===== src/rtl/simple_bus_pkg.sv =====
// Shared types and defaults for the simple bus arbiter: FSM states,
// latched transaction record and the registered bus-drive bundle.
package simple_bus_pkg;

  localparam int unsigned DEF_NREQ    = 4;
  localparam int unsigned DEF_TIMEOUT = 16;
  localparam int unsigned ADDR_W      = 16;
  localparam int unsigned DATA_W      = 8;

  typedef enum logic [2:0] {
    IDLE,
    ADDR_HI,
    ADDR_LO,
    RD_WAIT,
    WR_DATA,
    DONE
  } busState_e;

  // Transaction captured from the winning requester at grant time
  typedef struct packed {
    logic              read;
    logic [ADDR_W-1:0] addr;
    logic [DATA_W-1:0] wdata;
  } xact_t;

  // Everything the arbiter drives onto the shared bus in one cycle
  typedef struct packed {
    logic              start;
    logic              read;
    logic              addrOe;
    logic [DATA_W-1:0] addrOut;
    logic              dataOe;
    logic [DATA_W-1:0] dataOut;
    logic              dvOe;
    logic              dvOut;
  } busOut_t;

endpackage


===== src/rtl/simple_bus_arbiter_if.sv =====
// Shared byte-wide bus between the arbiter (master) and the slave; the
// bidirectional data and dataValid lines are split into in/out/oe.
interface simple_bus_arbiter_if;
  import simple_bus_pkg::*;

  logic              start;
  logic              read;
  logic [DATA_W-1:0] address_out;
  logic              address_oe;
  logic [DATA_W-1:0] data_in;
  logic [DATA_W-1:0] data_out;
  logic              data_oe;
  logic              dv_in;
  logic              dv_out;
  logic              dv_oe;

  modport master (
    output start, read, address_out, address_oe, data_out, data_oe, dv_out, dv_oe,
    input  data_in, dv_in
  );

  modport slave (
    input  start, read, address_out, address_oe, data_out, data_oe, dv_out, dv_oe,
    output data_in, dv_in
  );

endinterface


===== src/rtl/rr_arbiter.sv =====
// Round-robin selector: one-hot grant among active requests, searching from
// the slot after the last winner; the pointer moves only when advance is high.
module rr_arbiter
  import simple_bus_pkg::*;
#(
  parameter int unsigned NREQ = DEF_NREQ
) (
  input  logic            clock,
  input  logic            reset,
  input  logic [NREQ-1:0] req,
  input  logic            advance,
  output logic [NREQ-1:0] grant
);

  localparam int unsigned IDX_W = (NREQ > 1) ? $clog2(NREQ) : 1;

  logic [IDX_W-1:0] lastIdx;
  logic [IDX_W-1:0] winIdx;
  logic [IDX_W-1:0] cand;
  logic             found;

  // Rotating priority search starting just after the previous winner
  always_comb begin
    grant  = '0;
    winIdx = lastIdx;
    cand   = '0;
    found  = 1'b0;
    for (int unsigned off = 1; off <= NREQ; off++) begin
      cand = IDX_W'((32'(lastIdx) + off) % NREQ);
      if (!found && req[cand]) begin
        found  = 1'b1;
        winIdx = cand;
      end
    end
    if (found) grant[winIdx] = 1'b1;
  end

  // Reset to the top slot so index 0 is searched first
  always_ff @(posedge clock) begin
    if (reset) lastIdx <= IDX_W'(NREQ - 1);
    else if (advance && found) lastIdx <= winIdx;
  end

endmodule


===== src/rtl/simple_bus_arbiter.sv =====
// Multi-requester front end for a byte-wide multiplexed bus: round-robin
// grant, address hi/lo phases, single-cycle write data, timed read wait.
module simple_bus_arbiter
  import simple_bus_pkg::*;
#(
  parameter int unsigned NREQ    = DEF_NREQ,
  parameter int unsigned TIMEOUT = DEF_TIMEOUT
) (
  input  logic                         clock,
  input  logic                         reset,
  input  logic [NREQ-1:0]              req,
  input  logic [NREQ-1:0]              req_read,
  input  logic [NREQ-1:0][ADDR_W-1:0]  req_addr,
  input  logic [NREQ-1:0][DATA_W-1:0]  req_wdata,
  output logic [NREQ-1:0]              gnt,
  output logic [NREQ-1:0]              done,
  output logic                         err,
  output logic [DATA_W-1:0]            rd_data,
  simple_bus_arbiter_if.master         bus
);

  localparam int unsigned CNT_W = $clog2(TIMEOUT + 1);

  busState_e        state;
  busState_e        nextState;
  logic             timeoutHit;
  logic [CNT_W-1:0] waitCnt;
  logic [NREQ-1:0]  grant;
  logic             advance;
  xact_t            xact;
  xact_t            xactNext;
  busOut_t          busNext;
  busOut_t          busReg;

  assign advance = (state == IDLE);

  rr_arbiter #(.NREQ(NREQ)) u_rr (
    .clock   (clock),
    .reset   (reset),
    .req     (req),
    .advance (advance),
    .grant   (grant)
  );

  // State register; bus drives are registered from the next-state decode
  always_ff @(posedge clock) begin
    if (reset) begin
      state  <= IDLE;
      busReg <= '0;
    end else begin
      state  <= nextState;
      busReg <= busNext;
    end
  end

  // Next-state decode; read data arriving in the last wait cycle beats timeout
  always_comb begin
    nextState  = state;
    timeoutHit = 1'b0;
    case (state)
      IDLE:    if (|req) nextState = ADDR_HI;
      ADDR_HI: nextState = ADDR_LO;
      ADDR_LO: nextState = xact.read ? RD_WAIT : WR_DATA;
      RD_WAIT: begin
        if (bus.dv_in) begin
          nextState = DONE;
        end else if (waitCnt == CNT_W'(TIMEOUT - 1)) begin
          nextState  = DONE;
          timeoutHit = 1'b1;
        end
      end
      WR_DATA: nextState = DONE;
      DONE:    nextState = IDLE;
      default: nextState = IDLE;
    endcase
  end

  // Bus drive values for the state about to be entered
  always_comb begin
    busNext = '0;
    case (nextState)
      ADDR_HI: begin
        busNext.start   = 1'b1;
        busNext.addrOe  = 1'b1;
        busNext.addrOut = xactNext.addr[ADDR_W-1:DATA_W];
      end
      ADDR_LO: begin
        busNext.addrOe  = 1'b1;
        busNext.addrOut = xactNext.addr[DATA_W-1:0];
        busNext.read    = xactNext.read;
      end
      WR_DATA: begin
        busNext.dataOe  = 1'b1;
        busNext.dataOut = xactNext.wdata;
        busNext.dvOe    = 1'b1;
        busNext.dvOut   = 1'b1;
      end
      default: busNext = '0;
    endcase
  end

  // Capture the winner's request only in IDLE so later input changes are ignored
  always_comb begin
    xactNext = xact;
    if (state == IDLE) begin
      for (int i = 0; i < NREQ; i++) begin
        if (grant[i]) begin
          xactNext.read  = req_read[i];
          xactNext.addr  = req_addr[i];
          xactNext.wdata = req_wdata[i];
        end
      end
    end
  end

  always_ff @(posedge clock) begin
    if (reset) begin
      xact    <= '0;
      gnt     <= '0;
      done    <= '0;
      err     <= 1'b0;
      rd_data <= '0;
      waitCnt <= '0;
    end else begin
      xact <= xactNext;
      if (state == IDLE && nextState == ADDR_HI) gnt <= grant;
      else if (state == DONE)                    gnt <= '0;
      done <= (nextState == DONE) ? gnt : '0;
      err  <= timeoutHit;
      if (state == RD_WAIT && bus.dv_in) rd_data <= bus.data_in;
      waitCnt <= (state == RD_WAIT && nextState == RD_WAIT) ? waitCnt + CNT_W'(1) : '0;
    end
  end

  assign bus.start       = busReg.start;
  assign bus.read        = busReg.read;
  assign bus.address_oe  = busReg.addrOe;
  assign bus.address_out = busReg.addrOut;
  assign bus.data_oe     = busReg.dataOe;
  assign bus.data_out    = busReg.dataOut;
  assign bus.dv_oe       = busReg.dvOe;
  assign bus.dv_out      = busReg.dvOut;

endmodule


===== src/flat_wrapper.sv =====
// flat-port wrapper written by rule: the top's interface ports become plain ports
module simple_bus_arbiter_flat import simple_bus_pkg::*;
#(
  parameter int unsigned NREQ    = DEF_NREQ,
  parameter int unsigned TIMEOUT = DEF_TIMEOUT
)
  (clock, reset, req, req_read, req_addr, req_wdata, gnt, done, err, rd_data, bus_start, bus_read, bus_address_out, bus_address_oe, bus_data_out, bus_data_oe, bus_dv_out, bus_dv_oe, bus_data_in, bus_dv_in);
  simple_bus_arbiter_if bus_i ();
  input  logic clock;
  input  logic reset;
  input  logic [NREQ-1:0] req;
  input  logic [NREQ-1:0] req_read;
  input  logic [NREQ-1:0][ADDR_W-1:0] req_addr;
  input  logic [NREQ-1:0][DATA_W-1:0] req_wdata;
  output logic [NREQ-1:0] gnt;
  output logic [NREQ-1:0] done;
  output logic err;
  output logic [DATA_W-1:0] rd_data;
  output wire logic [$bits(bus_i.start)-1:0] bus_start;
  output wire logic [$bits(bus_i.read)-1:0] bus_read;
  output wire logic [$bits(bus_i.address_out)-1:0] bus_address_out;
  output wire logic [$bits(bus_i.address_oe)-1:0] bus_address_oe;
  output wire logic [$bits(bus_i.data_out)-1:0] bus_data_out;
  output wire logic [$bits(bus_i.data_oe)-1:0] bus_data_oe;
  output wire logic [$bits(bus_i.dv_out)-1:0] bus_dv_out;
  output wire logic [$bits(bus_i.dv_oe)-1:0] bus_dv_oe;
  input wire logic [$bits(bus_i.data_in)-1:0] bus_data_in;
  input wire logic [$bits(bus_i.dv_in)-1:0] bus_dv_in;
  assign bus_start = bus_i.start;
  assign bus_read = bus_i.read;
  assign bus_address_out = bus_i.address_out;
  assign bus_address_oe = bus_i.address_oe;
  assign bus_data_out = bus_i.data_out;
  assign bus_data_oe = bus_i.data_oe;
  assign bus_dv_out = bus_i.dv_out;
  assign bus_dv_oe = bus_i.dv_oe;
  assign bus_i.data_in = bus_data_in;
  assign bus_i.dv_in = bus_dv_in;
  simple_bus_arbiter #(.NREQ(NREQ), .TIMEOUT(TIMEOUT)) u_core (.clock(clock), .reset(reset), .req(req), .req_read(req_read), .req_addr(req_addr), .req_wdata(req_wdata), .gnt(gnt), .done(done), .err(err), .rd_data(rd_data), .bus(bus_i));
endmodule

===== config.mk =====
export PLATFORM = sky130hd
export DESIGN_NAME = simple_bus_arbiter_flat
export DESIGN_NICKNAME = d
export VERILOG_FILES = /design/src/rtl/simple_bus_pkg.sv /design/src/rtl/simple_bus_arbiter_if.sv /design/src/rtl/rr_arbiter.sv /design/src/rtl/simple_bus_arbiter.sv /design/src/flat_wrapper.sv
export SDC_FILE = /design/constraint.sdc
export NUM_CORES = 1
export LEC_CHECK = 0
export CAP_MARGIN = 20
export CORE_MARGIN = 3
export CORE_UTILIZATION = 30
export CTS_CLUSTER_SIZE = 16
export DETAILED_ROUTE_END_ITERATION = 7
export GPL_TIMING_DRIVEN = 0
export PLACE_DENSITY = 0.63
export SYNTH_ARGS = -nofsm -noshare
export SYNTH_HDL_FRONTEND = slang
export SYNTH_SLANG_ARGS = --single-unit

===== constraint.sdc =====
create_clock -name clock -period 2.7 [get_ports clock]
set_clock_uncertainty 0.15 [all_clocks]
set_input_delay 0.27 -clock clock [delete_from_list [all_inputs] [get_ports clock]]
set_output_delay 0.27 -clock clock [all_outputs]
set_load 0.05 [all_outputs]

## Word level (Yosys, flattened, before mapping)

Index checks and enable logic that the tools add are counted.

- Register bits: 74
- Input bits: 115

- Add/subtract/negate cells: 5
- Order comparisons: 6
- Equal/unequal tests: 11
- Mux-type cells: 35
- Bitwise logic cells: 5
- Reductions and logical operators: 19

Operators with widths:

| cell | count |
|---|---|
| $mux 25 | 5 |
| $pmux 9 s2 | 1 |
| $lt 2x3->1 const B | 5 |
| $pmux 3 s5 | 1 |
| $eq 3x2->1 const B | 4 |
| $eq 3x3->1 const B | 4 |
| $mux 3 | 4 |
| $mux 4 | 3 |
| $mux 1 | 11 |
| $mux 11 | 1 |
| $bmux 1 s2 | 4 |
| $logic_and 1x1->1 | 8 |
| $mux 2 | 4 |
| $reduce_or 2->1 | 4 |
| $eq 3x1->1 const B | 2 |
| $add 5x1->5 const B | 1 |
| $eq 5x4->1 const B | 1 |
| $not 1->1 | 5 |
| $add 2x1->2 const B | 2 |
| $add 2x2->2 const B | 2 |
| $reduce_or 4->1 | 1 |
| $logic_not 1->1 | 3 |
| $logic_not 3->1 | 1 |
| $reduce_or 3->1 | 1 |
| other kinds (3) | 3 |

## Longest topological paths before layout

Gate-level depths: netlist (run 1).

- Depth after elaboration: 24
- Mapped depth: 9
- Gate-level depth less buffers: 9

## Hierarchy

From an unflattened synthesis (run 1), not the netlist that was laid out.

- Cells, all modules: 449
- Area, all modules: 3,794.9 um^2

Modules (own cells, without submodules):

| module | times used | cells each | area an instance (um^2) |
|---|---|---|---|
| simple_bus_arbiter | 1 | 406 | 3,473.3 |
| rr_arbiter | 1 | 43 | 321.6 |

## Worst setup path before layout (run 1)

No wires, ideal clock.

- Path kind: flip-flop to flip-flop
- From: register u_core.waitCnt[0]
- To: register u_core.busReg (netlist bit u_core.bus.address_out[2])
- Library setup time: 0.081 ns
- Arrival: 1.923 ns
- Required time: 2.469 ns
- Slack: 0.546 ns
- Cell stages (with the launch flop): 8
- Buffers on the path: 0
- Clock period less this slack: 2.154 ns
- Cells stage by stage: dfxtp_1 > ha_1 > and3_1 > ha_1 > o21a_1 > a2111oi_2 > nand2_1 > o22ai_1

- Longest elaborated chain between the ends: 6

RTL lines:

| element | line | source |
|---|---|---|
| from (decl) | simple_bus_arbiter.sv:27 | `logic [CNT_W-1:0] waitCnt;` |
| from (signal assigned) | simple_bus_arbiter.sv:131 | `waitCnt <= (state == RD_WAIT && nextState == RD_WAIT) ? waitCnt + CNT_W'(1) : '0;` |
| $eq 5x4->1 * | simple_bus_arbiter.sv:67 | `end else if (waitCnt == CNT_W'(TIMEOUT - 1)) begin` |
| $mux 3 * | simple_bus_arbiter.sv:67 |  |
| $mux 3 * | simple_bus_arbiter.sv:65 | `if (bus.dv_in) begin` |
| $pmux 3 s5 * | simple_bus_arbiter.sv:60 | `case (state)` |
| $eq 3x2->1 or $eq 3x1->1 (tied branches) | simple_bus_arbiter.sv:81 | `case (nextState)` |
| $pmux 9 s2 * | simple_bus_arbiter.sv:81 |  |
| to (signal assigned) | simple_bus_arbiter.sv:52 | `busReg <= busNext;` |
| to (decl) | simple_bus_arbiter.sv:33 | `busOut_t busReg;` |

Mark *: on every way between the ends. The rest lies on a longest branch, timed or not.
A chain may end at the register's enable or synchronous reset.

## Worst setup path after layout (run 1)

- From: input port req[3]
- To: register u_core.xact[11] (netlist bit)

- Longest elaborated chain between the ends: 22

RTL lines:

| element | line | source |
|---|---|---|
| from (decl) | flat_wrapper.sv:11 | `input logic [NREQ-1:0] req;` |
| $bmux 1 s2 | rr_arbiter.sv:30 | `if (!found && req[cand]) begin` |
| $mux 1 (implied by the code) | rr_arbiter.sv:30 |  |
| $mux 1 | rr_arbiter.sv:30 |  |
| $logic_not 1->1 | rr_arbiter.sv:30 |  |
| $logic_and 1x1->1 | rr_arbiter.sv:30 |  |
| $mux 1 | rr_arbiter.sv:30 |  |
| $logic_not 1->1 | rr_arbiter.sv:30 |  |
| $logic_and 1x1->1 | rr_arbiter.sv:30 |  |
| (+4 left out) | -- |  |
| $lt 2x3->1 (implied by the code) or $ge 2x1->1 (tied branches) | rr_arbiter.sv:35 | `if (found) grant[winIdx] = 1'b1;` |
| $logic_and 1x1->1 (implied by the code) | rr_arbiter.sv:35 |  |
| $mux 1 (implied by the code) | rr_arbiter.sv:35 |  |
| $demux 1 s2 | rr_arbiter.sv:35 |  |
| $mux 4 * | rr_arbiter.sv:35 |  |
| $mux 25 (3 in a row) | simple_bus_arbiter.sv:107 | `if (grant[i]) begin` |
| $mux 25 * | simple_bus_arbiter.sv:107 |  |
| $mux 25 * | simple_bus_arbiter.sv:105 | `if (state == IDLE) begin` |
| to (signal assigned) | simple_bus_arbiter.sv:125 | `xact <= xactNext;` |
| to (decl) | simple_bus_arbiter.sv:30 | `xact_t xact;` |

Mark *: on every way between the ends. The rest lies on a longest branch, timed or not. The select of a mux whose other input is x is not followed.

==> results of run 1 <==
[area by class of cell]
class	count	area share (%)
clock buffers	10	3.97
inverters	6	0.390
well taps	168	3.64
clock inverters	6	1.60
flip-flops and latches	72	25.0
multi-input cells	332	35.4
repair buffers	151	26.2
plain buffers	36	3.86
[stage by stage]
stage | instance area, µm² | utilization, % | hold WS, ps
after detailed placement | 5440 | 45.1 | 285
after global placement | 5440 | 45.1 | 279
after CTS | 5760 | 47.7 | 125
after floorplan | 3710 | - | 219
after global routing | 5770 | 47.9 | 173
final | 5770 | 47.9 | 131
[power groups by stage]
stage | Sequential (mW) | Combinational, mW | Clock (mW)
after global routing | 1.39 | 2.08 | 1.35
final | 1.37 | 1.94 | 1.29
after CTS | 1.37 | 1.91 | 1.30
after detailed placement | 1.39 | 1.90 | 0
after global placement | 1.38 | 1.87 | 0
after floorplan | 1.56 | 1.08 | 0
[cell usage in the layout, fill, tap and decap left out, types with 3 or more instances in the layout]
cell type,instances
a2111oi_2,5
a211o_1,7
a211oi_1,10
a21o_1,8
a21oi_1,42
a221oi_1,13
a311oi_1,4
a31oi_1,6
and2_1,5
and3_1,21
buf_2,6
buf_4,7
buf_6,7
clkbuf_1,16
clkbuf_16,9
clkdlybuf4s50_1,151
dfxtp_1,72
inv_1,5
nand2_1,53
nand3_1,4
nor2_1,46
nor2b_1,3
nor3_1,4
o21a_1,9
o21ai_0,25
o221ai_1,4
o22ai_1,9
o31ai_1,3
o32ai_1,6
or3_1,9
[path summary, 6_finish.rpt]
path,end,slack [ps],cells past startpoint,start
min,u_core.u_rr.lastIdx[1],130,3,req[2]
min reg2reg,u_core.waitCnt[0],300,1,u_core.waitCnt[0]
max reg2reg,u_core.xact[11],260,6,u_core.u_rr.lastIdx[0]
max,u_core.xact[11],140,8,req[3]
[timing repair]
action	in CTS	in global routing
resized for setup	1	1
setup endpoints to repair	1	1
hold buffers	0	0
[logic make-up after synthesis]
family          after synthesis  share of synthesized area (%)
fa+ha+maj                     2                          0.674
mux                           1                          0.270
simple gates                156                           19.9
flops                        72                           38.8
compound gates              170                           33.1
xor+xnor                      3                          0.708
buf+inv                      42                           6.60
[critical path, delay by kind of cell]
kind                   cells  cell delay, ps
AO/OA/AOI/OAI              5            1160
buffers and inverters      3            1230
[metal layers]
layer	up-vias	share of wire, %	global-route usage, %
met3	32	11	4.83
met2	262	46	32.8
li1	1980	-	-
met5	-	0	0
met1	1958	41	27.2
met4	0	2.0	7.11
[sequential cells by signal, summed over array words and instances (netlist names), 2 cells and up]
register,cells
u_core.bus.address_out,8
u_core.xact,25
u_core.bus.data_out,8
u_core.done,4
u_core.u_rr.lastIdx,2
u_core.rd_data,8
u_core.waitCnt,5
u_core.state,3
u_core.gnt,4
==> flow_summary.yaml, run 1 <==
route:
  via_per_inst: 5.42
  firstDrtPassIters: 5
  drtIter0Drc: 372
  wirelength_mm: 14.5
  drc_errors: 0
  drtAntennaViolNets: 0
  via_count: 4232
  wl_per_cell_um: 18.6
yosys:
  synth_seq_area_share_pct: 38.8
  synthesis.area_um2: 3710
  ys_warn_count: 0
  ys_top_cells_by_area: "dfxtp_1, a21oi_1, nand2_1"
  yosys.cell_count.top_type: "dfxtp_1"
  netlist_top_cells_count: "dfxtp_1, nand2_1, nor2_1"
  synth_seq_cells: 72
  syn-instance-count: 446
  syn_area_per_cell_um2: 8.33
  synth_cell_types: 56
  yosysTopAreaCellShare_pct: 38.8
  synth-async-reset-ratio_pct: 0
  synth.net_count: 563
  synth-edff-count: 0
  synth_top_flop_cell: "dfxtp_1"
  synth.largest_area_cell: "dfxtp_1"
critical_path:
  path_cells: "clkdlybuf4s50_1 > buf_6 > a21oi_1 > o211ai_2 > clkbuf_1 > o22ai_1 > a211o_1 > a21oi_1"
  crit_arrival_ps: 2670
  path_class: "input pin to register"
  crit_path_max_fanout: 10
  cpMostUsedCell: "a21oi_1"
  critPathMaxStageDelay_ps: 570
  startpoint_type: "input pin"
  end_kind: "register"
  cp_slowest_cell: "clkbuf_1"
  crit_required_ps: 2810
pwr:
  finalPower_mw: 4.60
  p_switching_mw: 1.76
  power.internal_mw: 2.84
  clock_power_share_pct: 28.0
  p_sw_share_pct: 38.2
  power_frac_seq_pct: 29.8
  combinationalPowerShare_pct: 42.2
  power_density_nw_per_um2: 797
  p_leak_nw: 2.17
  ir_drop_uv: 335
cts:
  cts_buffer_depth: 2
  cts_htree_levels: 3
  cts-buffers-inserted: 9
  tritoncts: "built"
  worst_skew_pair.late_latency_ps: 340
  cts_root_buf: "clkbuf_16"
  clk_pin_slew_ps: 50
  post-cts-setup-buffers: 0
  cts_sinks: 72
timing:
  final.period_utilization_pct: 94.8
  setup_slack_ps: 140
  worstMarginPinSlew_ps: 742
  finalSetupTns_ps: 0
  fmax_ghz: 0.391
  hold_violations: 0
  period_minus_slack_ps: 2560
  rsz0062_at_grt: "false"
  setup_viol: 0
  maxSlewHeadroom_pct: 50.5
  slew_viol_final: 0
cells_and_area:
  final-seq-area_um2: 1440
  syn2layout_area_growth_pct: 55.4
  stdcell_count: 781
  layout.nets: 725
  multi_input_area_um2: 2040
  fillers: 1142
  n_antenna_cell: 0
  layout-drive-gt1-share_pct: 9.14
run_status:
  status: "completed"
global_route:
  grt_pass1_wl_mm: 21.4
  first_global_vias: 4082
  grt_use_total_pct: 20.5
  antenna_found_initial: 0
  grt_max_degree: 14
  grt_overflow: 0
place:
  dpl_worst_slack_ps: -144
  port_buffers: 151
  hpwlAfterDp_mm: 10.9
  place_congestion: 0.862
  placed_cells: 765
floorplan:
  die_w_um: 117
  row_count: 40
  ios: 154
  coreArea_um2: 12100
  initial_core_util_pct: 30.8
  die_y_um: 117
  dieArea_um2: 13700
run:
  max_cap_violations: 0
min_path:
  min_path_type: "input pin to register"
Power figures use the tool's default switching activity.
==> inputs of run 2 (changes only) <==
- CTS_CLUSTER_SIZE: 16 -> 25
==> results of run 2 <==
The final DEF is identical to that of run 1; final timing and power are the same.
